File: config.mk
export PLATFORM = sky130hd
export DESIGN_NAME = load_buffer
export DESIGN_NICKNAME = d
export VERILOG_FILES = /design/src/rtl/load_buffer_pkg.sv /design/src/rtl/load_buffer_fifo.sv /design/src/rtl/load_buffer.sv
export SDC_FILE = /design/constraint.sdc
export NUM_CORES = 1
export LEC_CHECK = 0
export BUFFER_PORTS_ARGS = -buffer_cell sky130_fd_sc_hd__clkbuf_2
export CORE_MARGIN = 3
export CORE_UTILIZATION = 40
export CTS_CLUSTER_SIZE = 28
export DETAILED_ROUTE_END_ITERATION = 10
export PLACE_DENSITY = 0.66
export SETUP_SLACK_MARGIN = 0.05
export SLEW_MARGIN = 20
export SYNTH_ARGS = -nofsm -noshare
export SYNTH_HDL_FRONTEND = slang
export SYNTH_SLANG_ARGS = --single-unit
export TNS_END_PERCENT = 50
File: constraint.sdc
create_clock -name clk_in -period 3.22 [get_ports clk_in]
set_clock_uncertainty 0.1 [all_clocks]
set_input_delay 0 -clock clk_in [delete_from_list [all_inputs] [get_ports clk_in]]
set_output_delay 0 -clock clk_in [all_outputs]
set_load 0.05 [all_outputs]
File: src/rtl/load_buffer_pkg.sv
// Shared load-buffer constants: widths, load opcode encodings, FSM states
// and the opcode-to-access-size helper.
package load_buffer_pkg;

  localparam int ROB_WIDTH     = 4;
  localparam int ADDRESS_WIDTH = 32;
  localparam int DATA_WIDTH    = 32;
  localparam int INST_W        = 6;

  // Load instruction-type encodings
  localparam logic [INST_W-1:0] OPC_LB  = 6'd11;
  localparam logic [INST_W-1:0] OPC_LH  = 6'd12;
  localparam logic [INST_W-1:0] OPC_LW  = 6'd13;
  localparam logic [INST_W-1:0] OPC_LBU = 6'd14;
  localparam logic [INST_W-1:0] OPC_LHU = 6'd15;

  // ROB tag 0 means "nothing on the CDB"
  localparam logic [ROB_WIDTH-1:0] ROB_NONE = 4'd0;

  typedef enum logic [1:0] {
    ST_IDLE  = 2'd0,
    ST_WAIT  = 2'd1,
    ST_DRAIN = 2'd2
  } lb_state_e;

  // Number of bytes the memory controller must read for a load opcode
  function automatic logic [2:0] mem_size_of(input logic [INST_W-1:0] opc);
    logic [2:0] size;
    case (opc)
      OPC_LB, OPC_LBU: size = 3'd1;
      OPC_LH, OPC_LHU: size = 3'd2;
      OPC_LW:          size = 3'd4;
      default:         size = 3'd4;
    endcase
    return size;
  endfunction

endpackage

File: src/rtl/load_buffer_fifo.sv
// In-order circular buffer of resolved loads: push at tail, pop at head,
// synchronous clear for pipeline flushes, everything frozen when en_in is low.
module load_buffer_fifo
  import load_buffer_pkg::*;
#(
  parameter int DEPTH = 4,
  parameter int W     = 42,
  localparam int PTR_W = $clog2(DEPTH),
  localparam int CNT_W = PTR_W + 1
) (
  input  logic             clk_in,
  input  logic             rst_n_in,
  input  logic             en_in,
  input  logic             clr_in,
  input  logic             push_in,
  input  logic [W-1:0]     push_data_in,
  input  logic             pop_in,
  output logic [W-1:0]     head_data_out,
  output logic [CNT_W-1:0] count_out
);

  logic [W-1:0]     mem_r [DEPTH];
  logic [PTR_W-1:0] head_r;
  logic [PTR_W-1:0] tail_r;
  logic [CNT_W-1:0] count_r;
  logic             pop_s;

  // A pop on an empty buffer is ignored so the count can never underflow
  always_comb begin
    pop_s = 1'b0;
    if (pop_in && (count_r != {CNT_W{1'b0}})) begin
      pop_s = 1'b1;
    end else begin
      pop_s = 1'b0;
    end
  end

  // Pointer, count and storage update; push and pop in one cycle leave count unchanged
  always_ff @(posedge clk_in or negedge rst_n_in) begin
    if (!rst_n_in) begin
      head_r  <= {PTR_W{1'b0}};
      tail_r  <= {PTR_W{1'b0}};
      count_r <= {CNT_W{1'b0}};
      for (int i = 0; i < DEPTH; i++) begin
        mem_r[i] <= {W{1'b0}};
      end
    end else if (en_in) begin
      if (clr_in) begin
        head_r  <= {PTR_W{1'b0}};
        tail_r  <= {PTR_W{1'b0}};
        count_r <= {CNT_W{1'b0}};
      end else begin
        if (push_in) begin
          mem_r[tail_r] <= push_data_in;
          tail_r        <= tail_r + {{(PTR_W-1){1'b0}}, 1'b1};
        end
        if (pop_s) begin
          head_r <= head_r + {{(PTR_W-1){1'b0}}, 1'b1};
        end
        case ({push_in, pop_s})
          2'b10:   count_r <= count_r + {{(CNT_W-1){1'b0}}, 1'b1};
          2'b01:   count_r <= count_r - {{(CNT_W-1){1'b0}}, 1'b1};
          default: count_r <= count_r;
        endcase
      end
    end
  end

  assign head_data_out = mem_r[head_r];
  assign count_out     = count_r;

endmodule

File: src/rtl/load_buffer.sv
// Load buffer: queues address-resolved loads, issues them one at a time to
// memory, extends the returned data and broadcasts it on the load CDB lane.
module load_buffer
  import load_buffer_pkg::*;
#(
  parameter int LB_DEPTH = 4,
  parameter int ROB_W    = ROB_WIDTH,
  parameter int DATA_W   = DATA_WIDTH,
  parameter int ADDR_W   = ADDRESS_WIDTH,
  parameter int OPC_W    = INST_W
) (
  input  logic              clk_in,
  input  logic              rst_n_in,
  input  logic              rdy_in,
  output logic              lbuffer_rs_rdy_out,
  input  logic              addrunit_lbuffer_en_in,
  input  logic [ADDR_W-1:0] addrunit_lbuffer_addr_in,
  input  logic [ROB_W-1:0]  addrunit_lbuffer_dest_in,
  input  logic [OPC_W-1:0]  addrunit_lbuffer_opcode_in,
  output logic              lbuffer_mem_en_out,
  output logic [ADDR_W-1:0] lbuffer_mem_addr_out,
  output logic [2:0]        lbuffer_mem_size_out,
  input  logic              mem_lbuffer_done_in,
  input  logic [DATA_W-1:0] mem_lbuffer_data_in,
  input  logic              rob_lbuffer_rst_in,
  output logic [ROB_W-1:0]  cdb_lbuffer_b_out,
  output logic [DATA_W-1:0] cdb_lbuffer_result_out
);

  localparam int ENTRY_W = ADDR_W + ROB_W + OPC_W;
  localparam int CNT_W   = $clog2(LB_DEPTH) + 1;
  localparam logic [CNT_W-1:0] DEPTH_C  = CNT_W'(LB_DEPTH);
  localparam logic [CNT_W-1:0] MARGIN_C = CNT_W'(2);

  lb_state_e           state_r;
  logic                mem_en_r;
  logic [ADDR_W-1:0]   mem_addr_r;
  logic [2:0]          mem_size_r;
  logic [ROB_W-1:0]    cdb_b_r;
  logic [DATA_W-1:0]   cdb_result_r;

  logic                push_s;
  logic                pop_s;
  logic [ENTRY_W-1:0]  head_s;
  logic [CNT_W-1:0]    count_s;
  logic [CNT_W-1:0]    free_s;
  logic [ADDR_W-1:0]   head_addr_s;
  logic [ROB_W-1:0]    head_dest_s;
  logic [OPC_W-1:0]    head_opc_s;

  // Sign/zero extension of right-aligned memory data according to the load type
  function automatic logic [DATA_W-1:0] ext_load(input logic [DATA_W-1:0] d,
                                                 input logic [OPC_W-1:0]  opc);
    logic [DATA_W-1:0] r;
    case (opc)
      OPC_LB:  r = {{(DATA_W-8){d[7]}}, d[7:0]};
      OPC_LBU: r = {{(DATA_W-8){1'b0}}, d[7:0]};
      OPC_LH:  r = {{(DATA_W-16){d[15]}}, d[15:0]};
      OPC_LHU: r = {{(DATA_W-16){1'b0}}, d[15:0]};
      OPC_LW:  r = d;
      default: r = d;
    endcase
    return r;
  endfunction

  assign head_addr_s = head_s[ENTRY_W-1 -: ADDR_W];
  assign head_dest_s = head_s[OPC_W +: ROB_W];
  assign head_opc_s  = head_s[OPC_W-1:0];

  // Flush drops any push in the same cycle; the head leaves only on a real completion
  always_comb begin
    push_s = 1'b0;
    pop_s  = 1'b0;
    if (rob_lbuffer_rst_in) begin
      push_s = 1'b0;
      pop_s  = 1'b0;
    end else begin
      push_s = addrunit_lbuffer_en_in;
      pop_s  = (state_r == ST_WAIT) && mem_lbuffer_done_in;
    end
  end

  load_buffer_fifo #(
    .DEPTH (LB_DEPTH),
    .W     (ENTRY_W)
  ) u_fifo (
    .clk_in        (clk_in),
    .rst_n_in      (rst_n_in),
    .en_in         (rdy_in),
    .clr_in        (rob_lbuffer_rst_in),
    .push_in       (push_s),
    .push_data_in  ({addrunit_lbuffer_addr_in, addrunit_lbuffer_dest_in, addrunit_lbuffer_opcode_in}),
    .pop_in        (pop_s),
    .head_data_out (head_s),
    .count_out     (count_s)
  );

  // Two free entries are required because one load may already be in flight from the RS
  assign free_s             = DEPTH_C - count_s;
  assign lbuffer_rs_rdy_out = (free_s >= MARGIN_C);

  // Issue/complete FSM with registered memory request and CDB outputs
  always_ff @(posedge clk_in or negedge rst_n_in) begin
    if (!rst_n_in) begin
      state_r      <= ST_IDLE;
      mem_en_r     <= 1'b0;
      mem_addr_r   <= {ADDR_W{1'b0}};
      mem_size_r   <= 3'd0;
      cdb_b_r      <= ROB_NONE;
      cdb_result_r <= {DATA_W{1'b0}};
    end else if (rdy_in) begin
      cdb_b_r <= ROB_NONE;
      case (state_r)
        ST_IDLE: begin
          if (!rob_lbuffer_rst_in && (count_s != {CNT_W{1'b0}})) begin
            mem_en_r   <= 1'b1;
            mem_addr_r <= head_addr_s;
            mem_size_r <= mem_size_of(head_opc_s);
            state_r    <= ST_WAIT;
          end else begin
            mem_en_r <= 1'b0;
            state_r  <= ST_IDLE;
          end
        end
        ST_WAIT: begin
          if (mem_lbuffer_done_in) begin
            if (!rob_lbuffer_rst_in) begin
              cdb_b_r      <= head_dest_s;
              cdb_result_r <= ext_load(mem_lbuffer_data_in, head_opc_s);
            end
            mem_en_r <= 1'b0;
            state_r  <= ST_IDLE;
          end else if (rob_lbuffer_rst_in) begin
            // The outstanding read must still finish before anything new issues
            state_r <= ST_DRAIN;
          end else begin
            state_r <= ST_WAIT;
          end
        end
        ST_DRAIN: begin
          if (mem_lbuffer_done_in) begin
            mem_en_r <= 1'b0;
            state_r  <= ST_IDLE;
          end else begin
            state_r <= ST_DRAIN;
          end
        end
        default: begin
          mem_en_r <= 1'b0;
          state_r  <= ST_IDLE;
        end
      endcase
    end
  end

  assign lbuffer_mem_en_out     = mem_en_r;
  assign lbuffer_mem_addr_out   = mem_addr_r;
  assign lbuffer_mem_size_out   = mem_size_r;
  assign cdb_lbuffer_b_out      = cdb_b_r;
  assign cdb_lbuffer_result_out = cdb_result_r;

endmodule

==> flow_summary.ini <==
[synth]
synth_top_cell_area_share_pct = 58.7
syn_nets = 781
yosysTopAreaCell = dfrtp_1
syn_area_sq_mm = 0.0106
ys_ff_latch = 249
synth-main-ff-cell = dfrtp_1
synth.avg_cell_area_sq_um = 15.4
synth_edf_count = 0
async_reset_ff_share_pct = 100
synth_top_cells_by_area = dfrtp_1, mux2_2, mux4_2
yosys_warnings = 0
yosysSeqAreaShare_pct = 58.7
synth.distinct_cells = 40
syn_inst = 689

[worst_setup_path]
cp-end-kind = flip-flop
arrival_ns = 3.26
path_class = flip-flop to flip-flop
crit_required_ns = 3.58
start_kind = flip-flop
cp_max_fo = 35

[clocking]
insertion_delay_ns = 0.53
cts_tree = done
htreeDepth = 1
cts.clk_slew.worst_paths_ns = 0.06
cts.sinks = 249
cts_buffer_depth = 3
cts-root-buf = clkbuf_16
numCtsBuffers = 27

[power_and_ir_drop]
ir_worst_vdd_v = 0.000539
net-switching-power_w = 0.00422
power_w = 0.0120
leakage_nw = 6.29
p_sw_share_pct = 35.1
comb_power_share_pct = 34.3
p_seq_share_pct = 40.4
power_density_mw_per_mm2 = 884
clkPwrFrac_pct = 25.3
internal-power_w = 0.00782

[cells_and_area]
areaGrowthSynthToFinish_pct = 28.4
final_util_pct = 53.2
diodes = 0
final_cell_mix = dfrtp_1, mux2_2, clkbuf_2
layout_commonest_cell = dfrtp_1
drive_above_1_share_pct = 48.1
fin_nets = 1025

[detailed_routing]
wl_per_cell_um = 18.4
vias_per_cell = 5.17
final_antenna_net_count = 0
wl_um = 23700
drc_errors = 0
firstDrtPassIters = 6
vias = 6641
drtIter0Drc = 265

[sta]
period_needed_ns = 2.90
finalSetupViolations = 0
relSlewSlack_pct = 40.0
rsz0062_at_grt = no
drv_slew = 0
fmax_mhz = 345
finalCritPeriodShare_pct = 90.0
hold_viol = 0
setup-tns-final_ns = 0
worstMarginPinSlew_ns = 0.899

[global_route]
grt_max_degree = 117
antenna_found_initial = 2
grt_pass1_wl_um = 38400
overflow = 0
grt_pass1_vias = 7081
gr-usage-all-layers_pct = 16.6

[placement]
port_buffers = 152
hpwl_um = 14300
place.gp.congestion = 0.756

[die]
io_pins = 153
die_area_sq_mm = 0.0285
rows = 58
dieWidth_um = 169
fp.dieH_um = 169
start_util_pct = 41.4
core_region_area_sq_mm = 0.0256

[run_status]
status = finished clean

[hold_path]
hp-class = input pin to asynchronous set/reset pin

[job]
cap_violations = 0
[state kept, by name, indices dropped and copies added, names as in the netlist, 2 cells and up]
name and count:
u_fifo.mem_r 168, cdb_lbuffer_result_out 32, lbuffer_mem_addr_out 32, cdb_lbuffer_b_out 4, lbuffer_mem_size_out 3, u_fifo.count_out 3
state_r 2, u_fifo.head_r 2, u_fifo.tail_r 2
[stage by stage]
step | hold slack (ns) | area (sq um) | cells | setup WS, ns
after global routing | 0.118 | 13600 | 1284 | 0.0681
after floorplan | -0.396 | 10600 | 689 | 0.697
after CTS | 0.0892 | 13600 | 1283 | 0.0725
after detailed placement | 0.0596 | 11800 | 1143 | 0.497
final | 0.0519 | 13600 | 1284 | 0.323
after global placement | 0.0545 | 11800 | 1143 | 0.563
[Yosys cell counts (all sizes together), types with 2 or more instances]
library cell  count
nor3b             5
dfrtp           249
and2              2
mux2            201
o21a              2
a21boi            2
inv              16
o31ai             2
ha               12
o21ai            13
nand4             2
nor3              3
mux4             40
o22ai             4
nand2b            5
a221o            24
clkbuf           11
a21oi             4
and3              2
nor2              8
xnor2             2
nand3             3
nand2            38
buf              29
[layer usage]
| layer | GRT usage [%] | share of wire, % |
|---|---|---|
| met3 | 2.80 | 4.5 |
| met1 | 22.3 | 44 |
| met4 | 3.98 | 1.6 |
| met2 | 28.4 | 50 |
| met5 | 0 | 0.055 |
[path summary, 6_finish.rpt]
path | from | to | slack (ns) | cells after the start
max | state_r[1] | cdb_lbuffer_result_out[10] | 0.32 | 7
min | rst_n_in | state_r[1] | 0.05 | 2
max reg2reg | state_r[1] | cdb_lbuffer_result_out[10] | 0.32 | 7
min reg2reg | cdb_lbuffer_result_out[4] | cdb_lbuffer_result_out[4] | 0.38 | 2
max in group asynchronous | rst_n_in | lbuffer_mem_addr_out[19] | 2.14 | 3
min in group clk_in | mem_lbuffer_data_in[2] | cdb_lbuffer_result_out[2] | 0.11 | 4
[repair_timing]
action,in CTS,in global routing
buffers inserted,0,1
setup endpoints to repair,0,7
resized for setup,0,1
endpoints found under the hold margin,327,0
hold buffers,90,0
[worst max-delay path, cell delays in order, from the launching register on]
cell and delay [ns]:
dfrtp_1 0.39, inv_1 0.10, ha_1 0.21, nand2_1 0.14
or2_2 0.59, a31oi_2 0.51, a221o_1 0.23, dlygate4sd3_1 0.55
[cell type report]
class	instances	area, sq um
clock buffer	44	790
clock inverter	6	83.8
fill	2132	12000
inverter	16	60.1
multi-input combinational	384	4160
sequential	249	6240
tap	330	413
timing repair buffer	255	1890
[cells by family (layout without fill, tap and decap cells)]
kind of cell | count (synthesis) | after routing | synth area share [%]
adder cells (fa/ha/maj) | 12 | 12 | 1.42
buffers and inverters | 56 | 321 | 2.24
flip-flops | 249 | 249 | 58.7
XOR/XNOR | 3 | 3 | 0.248
AO/OA/AOI/OAI | 55 | 55 | 4.12
AND/OR/NAND/NOR | 73 | 73 | 3.41
multiplexers | 241 | 241 | 29.8
[power by group through the flow]
stage	logic (W)	registers (W)	clock network (W)
floorplan	0.00169	0.00618	0
global placement	0.00391	0.00490	0
detailed placement	0.00399	0.00493	0
CTS	0.00415	0.00488	0.00314
global route	0.00439	0.00501	0.00327
finish	0.00413	0.00487	0.00305
Note: power is estimated with default switching activity, not from simulation.
